[config.mk]
export PLATFORM = sky130hd
export DESIGN_NAME = rr_mux_4x1_4bit
export DESIGN_NICKNAME = d
export VERILOG_FILES = /design/src/rtl/rr_mux_4x1_4bit.sv
export SDC_FILE = /design/constraint.sdc
export NUM_CORES = 1
export LEC_CHECK = 0
export CAP_MARGIN = 20
export CORE_MARGIN = 4
export CORE_UTILIZATION = 39
export DETAILED_ROUTE_END_ITERATION = 8
export PLACE_DENSITY = 0.88
export SLEW_MARGIN = 15
export SYNTH_ARGS = -nofsm -noshare
export SYNTH_HDL_FRONTEND = slang
export SYNTH_SLANG_ARGS = --single-unit
export TNS_END_PERCENT = 1
[constraint.sdc]
create_clock -name clk -period 2.8 [get_ports clk]
set_clock_uncertainty 0.1 [all_clocks]
set_input_delay 0.56 -clock clk [delete_from_list [all_inputs] [get_ports clk]]
set_output_delay 0.56 -clock clk [all_outputs]
set_load 0.005 [all_outputs]
[src/rtl/rr_mux_4x1_4bit.sv]
// rr_mux_4x1_4bit
//   Merges four WIDTH-bit valid/ready channels (a, b, c, d) into one
//   registered output stream. Channels are granted round-robin starting from
//   a rotating pointer. Each output beat is tagged with its source channel so
//   a downstream 1x4 demux can route it back.
//
// Ports
//   clk        rising-edge clock
//   rst        synchronous, active-high reset
//   a,b,c,d    channel 0..3 data
//   valid[3:0] per-channel valid (bit0=a .. bit3=d)
//   ready[3:0] per-channel ready, combinational, at most one bit high
//   out        registered output data
//   out_sel    source channel of out (0=a .. 3=d)
//   out_valid  out/out_sel hold a beat
//   out_ready  consumer accepts the beat this cycle
module rr_mux_4x1_4bit #(
  parameter int WIDTH = 4
) (
  input  logic             clk,
  input  logic             rst,
  input  logic [WIDTH-1:0] a,
  input  logic [WIDTH-1:0] b,
  input  logic [WIDTH-1:0] c,
  input  logic [WIDTH-1:0] d,
  input  logic [3:0]       valid,
  output logic [3:0]       ready,
  output logic [WIDTH-1:0] out,
  output logic [1:0]       out_sel,
  output logic             out_valid,
  input  logic             out_ready
);

  logic [1:0]       ptr_reg;
  logic [WIDTH-1:0] out_reg;
  logic [1:0]       out_sel_reg;
  logic             out_valid_reg;

  logic [WIDTH-1:0] chan_data [4];
  logic [1:0]       cand_idx  [4];
  logic [3:0]       cand_hit;
  logic             win_found;
  logic [1:0]       win_idx;
  logic             can_accept;
  logic             grant_en;
  logic             xfer;

  assign chan_data[0] = a;
  assign chan_data[1] = b;
  assign chan_data[2] = c;
  assign chan_data[3] = d;

  // Candidate gi is the channel gi steps after the pointer (2-bit wrap).
  generate
    for (genvar gi = 0; gi < 4; gi++) begin : g_cand
      assign cand_idx[gi] = ptr_reg + 2'(gi);
      assign cand_hit[gi] = valid[cand_idx[gi]];
    end
  endgenerate

  // Scan from the farthest candidate back to the pointer so the nearest
  // requesting channel overwrites the others and wins.
  always_comb begin
    win_found = 1'b0;
    win_idx   = ptr_reg;
    for (int i = 3; i >= 0; i--) begin
      if (cand_hit[i]) begin
        win_found = 1'b1;
        win_idx   = cand_idx[i];
      end
    end
  end

  assign can_accept = !out_valid_reg || out_ready;
  assign grant_en   = !rst && can_accept && win_found;

  generate
    for (genvar gi = 0; gi < 4; gi++) begin : g_ready
      assign ready[gi] = grant_en && (win_idx == 2'(gi));
    end
  endgenerate

  // ready is only raised for a valid winner, so a grant is a transfer.
  assign xfer = grant_en;

  always_ff @(posedge clk) begin
    if (rst) begin
      ptr_reg       <= 2'd0;
      out_reg       <= '0;
      out_sel_reg   <= 2'd0;
      out_valid_reg <= 1'b0;
    end else if (xfer) begin
      // Covers both an empty register and simultaneous drain-and-fill.
      out_reg       <= chan_data[win_idx];
      out_sel_reg   <= win_idx;
      out_valid_reg <= 1'b1;
      ptr_reg       <= win_idx + 2'd1;
    end else if (out_valid_reg && out_ready) begin
      // Drain only: data and tag keep their last values.
      out_valid_reg <= 1'b0;
    end
  end

  assign out       = out_reg;
  assign out_sel   = out_sel_reg;
  assign out_valid = out_valid_reg;

endmodule
==> reports/results.ini, run 1 <==
[status]
status=finished, final reports clean

[clock_network]
clk_path_buf_depth=2
clk_latency_ps=260
root_buffer=clkbuf_4
cts_tree=yes
clk_pin_slew_ps=60
hold_buffers=0
h-tree-depth=1
cts-buffers-inserted=3
clock_sinks=9

[global_routing]
grt_max_degree=10
met3_usage_pct=2.68
grt.overflow.total=0
grt_usage_pct=20.3
antenna_found_initial=0
first_global_vias=692
grt_pass1_wl_mm=3.07
top_usage_layer=met2
grtUsageMet2_pct=35.2
grtUsageMet1_pct=23.6

[setup_path]
cp.arrival_ps=2050
cp-end-kind=output port
crit_fanout=3
critPathKind=in2out
cp-start-kind=input pin
required_ps=2140

[place]
io_buffers=33
pre_cts_ws_ps=-354
dp.final_hpwl_mm=1.63
gp_congestion=0.786

[finish]
fill_cells=103
multi_input_area_um2=395
ff_latch_area_um2=180
antenna_cells=0
area_delta_synth_final_pct=79.9
fin_nets=137
drive_above_1_share_pct=23.9
largest_reg_flops=4
finalCoreUtilization_pct=77.7

[yosys]
synth.top_cell.area_share_pct=30.5
syn-num-nets=86
ys_top_cells_by_count=9 x dfxtp_1, 8 x mux2i_1, 6 x nor2_1, 5 x nand3b_1
synth_area_um2=591
yosysMostFrequentCell=dfxtp_1
synth-seq-cells=9
synth_area_leaders=dfxtp_1 31%, mux2i_1 14%, nand3b_1 6.4%
ys_seq_area_share_pct=30.5
yosys.area.top_type=dfxtp_1
synthDistinctLibCells=28
async_flop_share_pct=0
synth_edf_count=0
ys_warn_count=0
synthCells=63
syn_avg_cell_area_um2=9.37
synth-main-ff-cell=dfxtp_1

[sta]
fin_crit_sh_pct=96.8
min_period_ps=2710
worst_slack_ps=90.7
slew_headroom_pct=79.5
max_freq_ghz=0.369
worstMarginPinSlew_ps=306
hold_viol_final=0
rsz0062_at_grt=no
drv_slew=0
finalSetupViolCount=0

[route]
routedWlPerCell_um=15.4
via_count=673
wl_mm=1.97
ant_nets=0
initialDrtViolationCount=11
first_pass_iters=4
vias_per_cell=5.26
drc_errors=0

[die]
initial_core_util_pct=43.2
die_x_um=46.9
num_rows=13
dieArea_um2=2200
core_area_um2=1370
die_h_um=46.9
ios=34

[power_and_ir_drop]
ir_drop_v=0.000317
leakagePower_nw=0.486
powerDensity_nw_per_um2=430

[min_path]
min_path_type=reg2reg

[flow_run]
cap_viol_max_count=0

-- cell type report --
cell class              count  area share (%)
clock buffers               4            2.47
inverters                   1           0.353
multi-input cells          50            37.2
flip-flops and latches      9            17.0
well taps                  15            1.77
repair buffers             49            41.2
-- metrics by stage --
stage                     setup TNS (ps)  std cells  total power [mW]  area, um2  hold slack (ps)
after floorplan                        0         63             0.250        591              349
after global placement             -1040        123             0.352       1030              370
after detailed placement           -1210        123             0.359       1030              379
after CTS                              0        128             0.462       1070              389
after global routing                   0        128             0.484       1060              422
final                                  0        128             0.456       1060              386
-- repair_timing --
item	4_1_cts	5_1_grt
hold endpoints to repair	0	0
cloned	0	0
endpoints found under the setup margin	4	1
pin swaps	2	0
resized for setup	9	2
setup buffers	1	0
-- worst max-delay path: stages --
cell and delay, ps:
clkdlybuf4s50_1 420, buf_4 160, a211o_2 260, o211a_1 150, nand2b_4 160, nor2_1 90, dlygate4sd2_1 250
-- power breakdown --
group | leakage (nW) | internal (mW) | switching [mW]
clock | 0.0150 | 0.0549 | 0.0453
combinational | 0.396 | 0.119 | 0.0766
sequential | 0.0749 | 0.148 | 0.0129
-- layout by cell type, fill, tap and decap left out, types with 2 or more instances in the layout --
cell type	Yosys	routed
clkbuf_4	0	3
nor2b_1	4	4
nor3_1	3	2
nand2_1	3	3
dfxtp_1	9	9
nor2_1	6	6
dlygate4sd2_1	0	6
buf_4	0	16
clkdlybuf4s50_1	0	26
mux2i_1	8	8
o221ai_1	4	4
nand3b_1	5	5
o21ai_0	2	2
-- routing by layer --
layer  vias to the layer above  wire length (um)
met2                        17              1070
met5                         -                 0
met3                         4                68
met1                       317               796
met4                         0                30
li1                        335                 -
-- cells by family after synthesis --
logic type | count (synthesis) | synth area share, %
xor+xnor | 1 | 1.48
simple gates | 29 | 33.3
compound gates | 12 | 16.7
mux | 8 | 13.6
buf+inv | 4 | 4.45
flops | 9 | 30.5
-- worst paths after layout --
| kind | slack [ps] | depth (start not counted) | end | start |
|---|---|---|---|---|
| worst min-delay path | 390 | 2 | ptr_reg[0] | ptr_reg[0] |
| worst max-delay path | 90 | 7 | ready[2] | valid[1] |
| worst max register to register | 1000 | 7 | out[3] | ptr_reg[0] |
| worst min register to register | 390 | 2 | ptr_reg[0] | ptr_reg[0] |
(Power assumes the default switching activity.)
==> run 2: changes to the inputs <==
PLACE_DENSITY = 0.81   (was 0.88)
==> run 2 against run 1 <==
Against the previous run:
- the flow now finishes with violations (setup timing)
- count of clock-buffer cells in the layout unchanged
- non-clock buffer count decreased by 1
- sequential cell count unchanged
- first-iteration DRC count increased by 91%
- cell count decreased by 0.78%
- clock power increased by 5%
- sequential power about the same
- worst setup slack got worse by 130 ps
- routed wire length increased by 1.9%
==> reports/results.ini, run 2 (synthesis gave the netlist of run 1 again) <==
[route]
drc_errors=0
wl_mm=2.01
ant_nets=0
first_pass_iters=4
initialDrtViolationCount=21
routedWlPerCell_um=15.8
vias_per_cell=5.44
via_count=691

[place]
pre_cts_ws_ps=-347
io_buffers=33
dp.final_hpwl_mm=1.44
placedCellCount=121
gp_congestion=0.734

[finish]
final_cells=127
ff_latch_area_um2=180
fin_nets=136
mostFrequentLayoutCells=26 x clkdlybuf4s50_1, 15 x buf_4, 9 x dfxtp_1
antenna_cells=0
area_delta_synth_final_pct=78.8
fill_cells=106
largest_reg_flops=4
multi_input_area_um2=393
drive_above_1_share_pct=24.1
final_common_cell=clkdlybuf4s50_1

[clock_network]
clk_pin_slew_ps=60
root_buffer=clkbuf_4
cts_tree=yes
clk_latency_ps=270
h-tree-depth=1
clk_path_buf_depth=2
cts-buffers-inserted=3
hold_buffers=0
clock_sinks=9

[global_routing]
grt_max_degree=10
top_usage_layer=met2
grt.overflow.total=0
grt_usage_pct=19.1
grtUsageMet1_pct=24.7
first_global_vias=695
met3_usage_pct=3.07
grt_pass1_wl_mm=2.94
grtUsageMet2_pct=31.2
antenna_found_initial=0

[setup_path]
cp-end-kind=output port
crit_path_start=valid[1]
critPathKind=in2out
cp-start-kind=input pin
cp.arrival_ps=2180
reg2reg_from=ptr_reg[0]
rr_worst_depth=7
required_ps=2140
crit_chain=clkdlybuf4s50_1, buf_4, a211o_2, o211a_1, buf_4, nand2b_4, nor3_1, clkbuf_2
ff2ff_setup_slack_ps=990
cp_slowest_cell=clkdlybuf4s50_1
crit_fanout=4
cp-endpoint=ready[0]
cp_slowest_stage_delay_ps=440
r2r-end=out[3]
path_common_cell=buf_4

[flow_run]
cap_viol_max_count=0

[die]
core_area_um2=1370
ios=34
dieArea_um2=2200
die_x_um=46.9
die_h_um=46.9
initial_core_util_pct=43.2
num_rows=13

[sta]
min_period_ps=2840
worst_slack_ps=-38.6
finalSetupViolCount=1
slew_headroom_pct=77.3
rsz0062_at_grt=yes
fin_crit_sh_pct=101
worstMarginPinSlew_ps=338
tns_ps=-38.6
max_freq_ghz=0.352
hold_viol_final=0
drv_slew=0

[min_path]
min_path_type=reg2reg
hp-start=out_sel[0]

[status]
violations=setup timing
status=complete, but fails checks

[power_and_ir_drop]
powerDensity_nw_per_um2=442
leakagePower_nw=0.502
finalPower_mw=0.467
ir_drop_v=0.000249

-- run 2: worst min path at each step --
stage / end / depth (start not counted)
after floorplan: ptr_reg[0] / 2
after global placement: out_sel[0] / 1
after detailed placement: out_sel[0] / 1
after CTS: out_sel[0] / 1
after global routing: out_sel[0] / 1
final: out_sel[0] / 1
-- run 2: layout make-up --
cell class                      instances  area share [%]
Timing Repair Buffer                   48            41.1
Tap cell                               15            1.78
Clock buffer                            4            2.49
Sequential cell                         9            17.1
Multi-Input combinational cell         50            37.2
Inverter                                1           0.355
-- run 2: layer usage --
layer  share of wire (%)  routed length, um
met4                 1.6                 33
met2                  50                995
met1                  43                859
met3                 5.8                117
met5                   0                  0
-- run 2: where the power goes --
| group | switching, mW | internal (mW) |
|---|---|---|
| clock | 0.0500 | 0.0552 |
| sequential | 0.0126 | 0.147 |
| combinational | 0.0783 | 0.123 |
| total | 0.141 | 0.326 |
-- run 2: repair_timing --
item | 4_1_cts | 5_1_grt
pin swaps | 0 | 1
setup endpoints to repair | 4 | 3
gates resized for setup | 7 | 6
setup buffers | 0 | 2
-- run 2: stage by stage --
stage	hold slack [ps]	util, %	cell area, um2
6_report	387	77.3	1060
4_1_cts	383	76.4	1040
5_1_grt	401	77.3	1060
3_3_place_gp	363	74.3	1010
3_5_place_dp	365	74.3	1010
2_1_floorplan	349	-	591
-- run 2: critical path: cells and delay by family --
| family | cells | cell delay, ps |
|---|---|---|
| AOI/OAI and AO/OA | 2 | 420 |
| buffers and inverters | 4 | 890 |
| and+or+nand+nor | 2 | 310 |
==> run 3: changes to the inputs <==
--- a/config.mk
+++ b/config.mk
@@ -11,2 +11,3 @@
 export DETAILED_ROUTE_END_ITERATION = 8
+export GPL_ROUTABILITY_DRIVEN = 0
 export PLACE_DENSITY = 0.81
--- a/constraint.sdc
+++ b/constraint.sdc
@@ -4,2 +4,2 @@
 set_output_delay 0.56 -clock clk [all_outputs]
-set_load 0.005 [all_outputs]
+set_load 0.1 [all_outputs]
==> run 3 against run 2 <==
Against the previous run:
- the run now ends clean
- sequential cell count unchanged
- non-clock buffer count shrank 1
- cell count decreased by 0.79%
- worst setup slack better by 210 ps
- die area did not move
- final area increased by 6.4%
- largest cell class unchanged
- largest power group unchanged
- highest routed layer unchanged
==> reports/results.ini, run 3 (synthesis gave the netlist of run 1 again) <==
[finish]
fin_nets=135
area_delta_synth_final_pct=90.3
final_common_cell=buf_4
drive_above_1_share_pct=35.1
largest_reg_flops=4
mostFrequentLayoutCells=21 x buf_4, 18 x clkdlybuf4s50_1, 9 x dfxtp_1
antenna_cells=0
fill_cells=101

[setup_path]
reg2reg_from=ptr_reg[1]
cp-start-kind=input pin
required_ps=2140
rr_worst_depth=6
cp-end-kind=output port
critPathKind=in2out
r2r-end=out[2]
ff2ff_setup_slack_ps=950
cp.arrival_ps=1970
crit_fanout=5

[route]
wl_met3_um=81
met1_length_um=774
highest_layer=met4
routed-wl-met2_um=961
ant_nets=0
initialDrtViolationCount=3
vias_per_cell=5.37
drc_errors=0
first_pass_iters=5
wl_mm=1.84
routedWlPerCell_um=14.6
via_count=676

[clock_network]
cts-buffers-inserted=3
clk_latency_ps=260
h-tree-depth=1
clk_path_buf_depth=2
cts_tree=yes
hold_buffers=0
clk_pin_slew_ps=60
root_buffer=clkbuf_4
clock_sinks=9

[die]
initial_core_util_pct=43.2
dieArea_um2=2200
die_x_um=46.9
die_h_um=46.9
core_area_um2=1370
ios=34
num_rows=13

[sta]
tns_ps=0
drv_slew=0
max_freq_ghz=0.380
min_period_ps=2630
worst_hold_slack_ps=402
finalSetupViolCount=0
worstMarginPinSlew_ps=322
fin_crit_sh_pct=94.0
hold_viol_final=0
rsz0062_at_grt=no
slew_headroom_pct=78.4
worst_slack_ps=167

[global_routing]
grt_max_degree=10
grt_pass1_wl_mm=2.98
grt_usage_pct=18.5
antenna_found_initial=0
first_global_vias=685
grt.overflow.total=0

[min_path]
hp-start=out_sel[0]
holdPathEnd=out_sel[0]
min_path_type=reg2reg
min_path_cells=1

[status]
status=finished, final reports clean

[place]
io_buffers=33
pre_cts_ws_ps=-14.6
dp.final_hpwl_mm=1.51

[power_and_ir_drop]
ir_drop_v=0.000348
powerDensity_nw_per_um2=548
leakagePower_nw=0.518
finalPower_mw=0.616

[flow_run]
cap_viol_max_count=0

-- run 3: how the worst max path moves through the flow --
| stage | startpoint | to | slack (ps) | cells past startpoint |
|---|---|---|---|---|
| floorplan | out_valid | ready[1] | -200 | 4 |
| global placement | valid[3] | ready[1] | 20 | 7 |
| detailed placement | valid[0] | ready[2] | -10 | 7 |
| CTS | valid[3] | ready[1] | -0.6 | 7 |
| global route | valid[0] | ready[0] | 70 | 7 |
| finish | valid[0] | ready[0] | 170 | 7 |
-- run 3: cell type report --
| type | instances | area (um2) | share of cell area [%] |
|---|---|---|---|
| clock buffer | 4 | 26.3 | 2.34 |
| inverter | 1 | 3.75 | 0.334 |
| multi-input combinational | 50 | 430 | 38.3 |
| sequential | 9 | 180 | 16.0 |
| tap | 15 | 18.8 | 1.67 |
| timing repair buffer | 47 | 464 | 41.3 |
-- run 3: metrics by stage --
stage | area, um2 | std cells | util, %
after global placement | 1080 | 122 | 78.8
after global routing | 1120 | 126 | 82.2
final | 1120 | 126 | 82.2
after floorplan | 623 | 63 | -
after CTS | 1110 | 126 | 81.0
after detailed placement | 1080 | 122 | 78.8
-- run 3: metal layers --
layer  track usage, %  vias to the layer above
met3             4.21                        4
met4             6.08                        0
met1             22.8                      318
li1                 -                      333
met5                0                        -
met2             31.7                       21
-- run 3: timing repair --
item	4_1_cts	5_1_grt
resized for setup	2	5
setup buffers	0	0
setup endpoints to repair	3	4
pin swaps	1	2
-- run 3: critical path, cell delays in order --
cell	delay (ps)
dlygate4sd2_1	270
nor2_1	70
a211o_2	320
o211a_1	160
nand2b_4	180
nor3_4	220
buf_12	200
-- run 3: where the power goes --
part | internal (mW) | switching (mW) | leakage [nW]
clock | 0.0550 | 0.0473 | 0.0150
sequential | 0.148 | 0.0128 | 0.0749
combinational | 0.127 | 0.226 | 0.428
total | 0.330 | 0.286 | 0.518
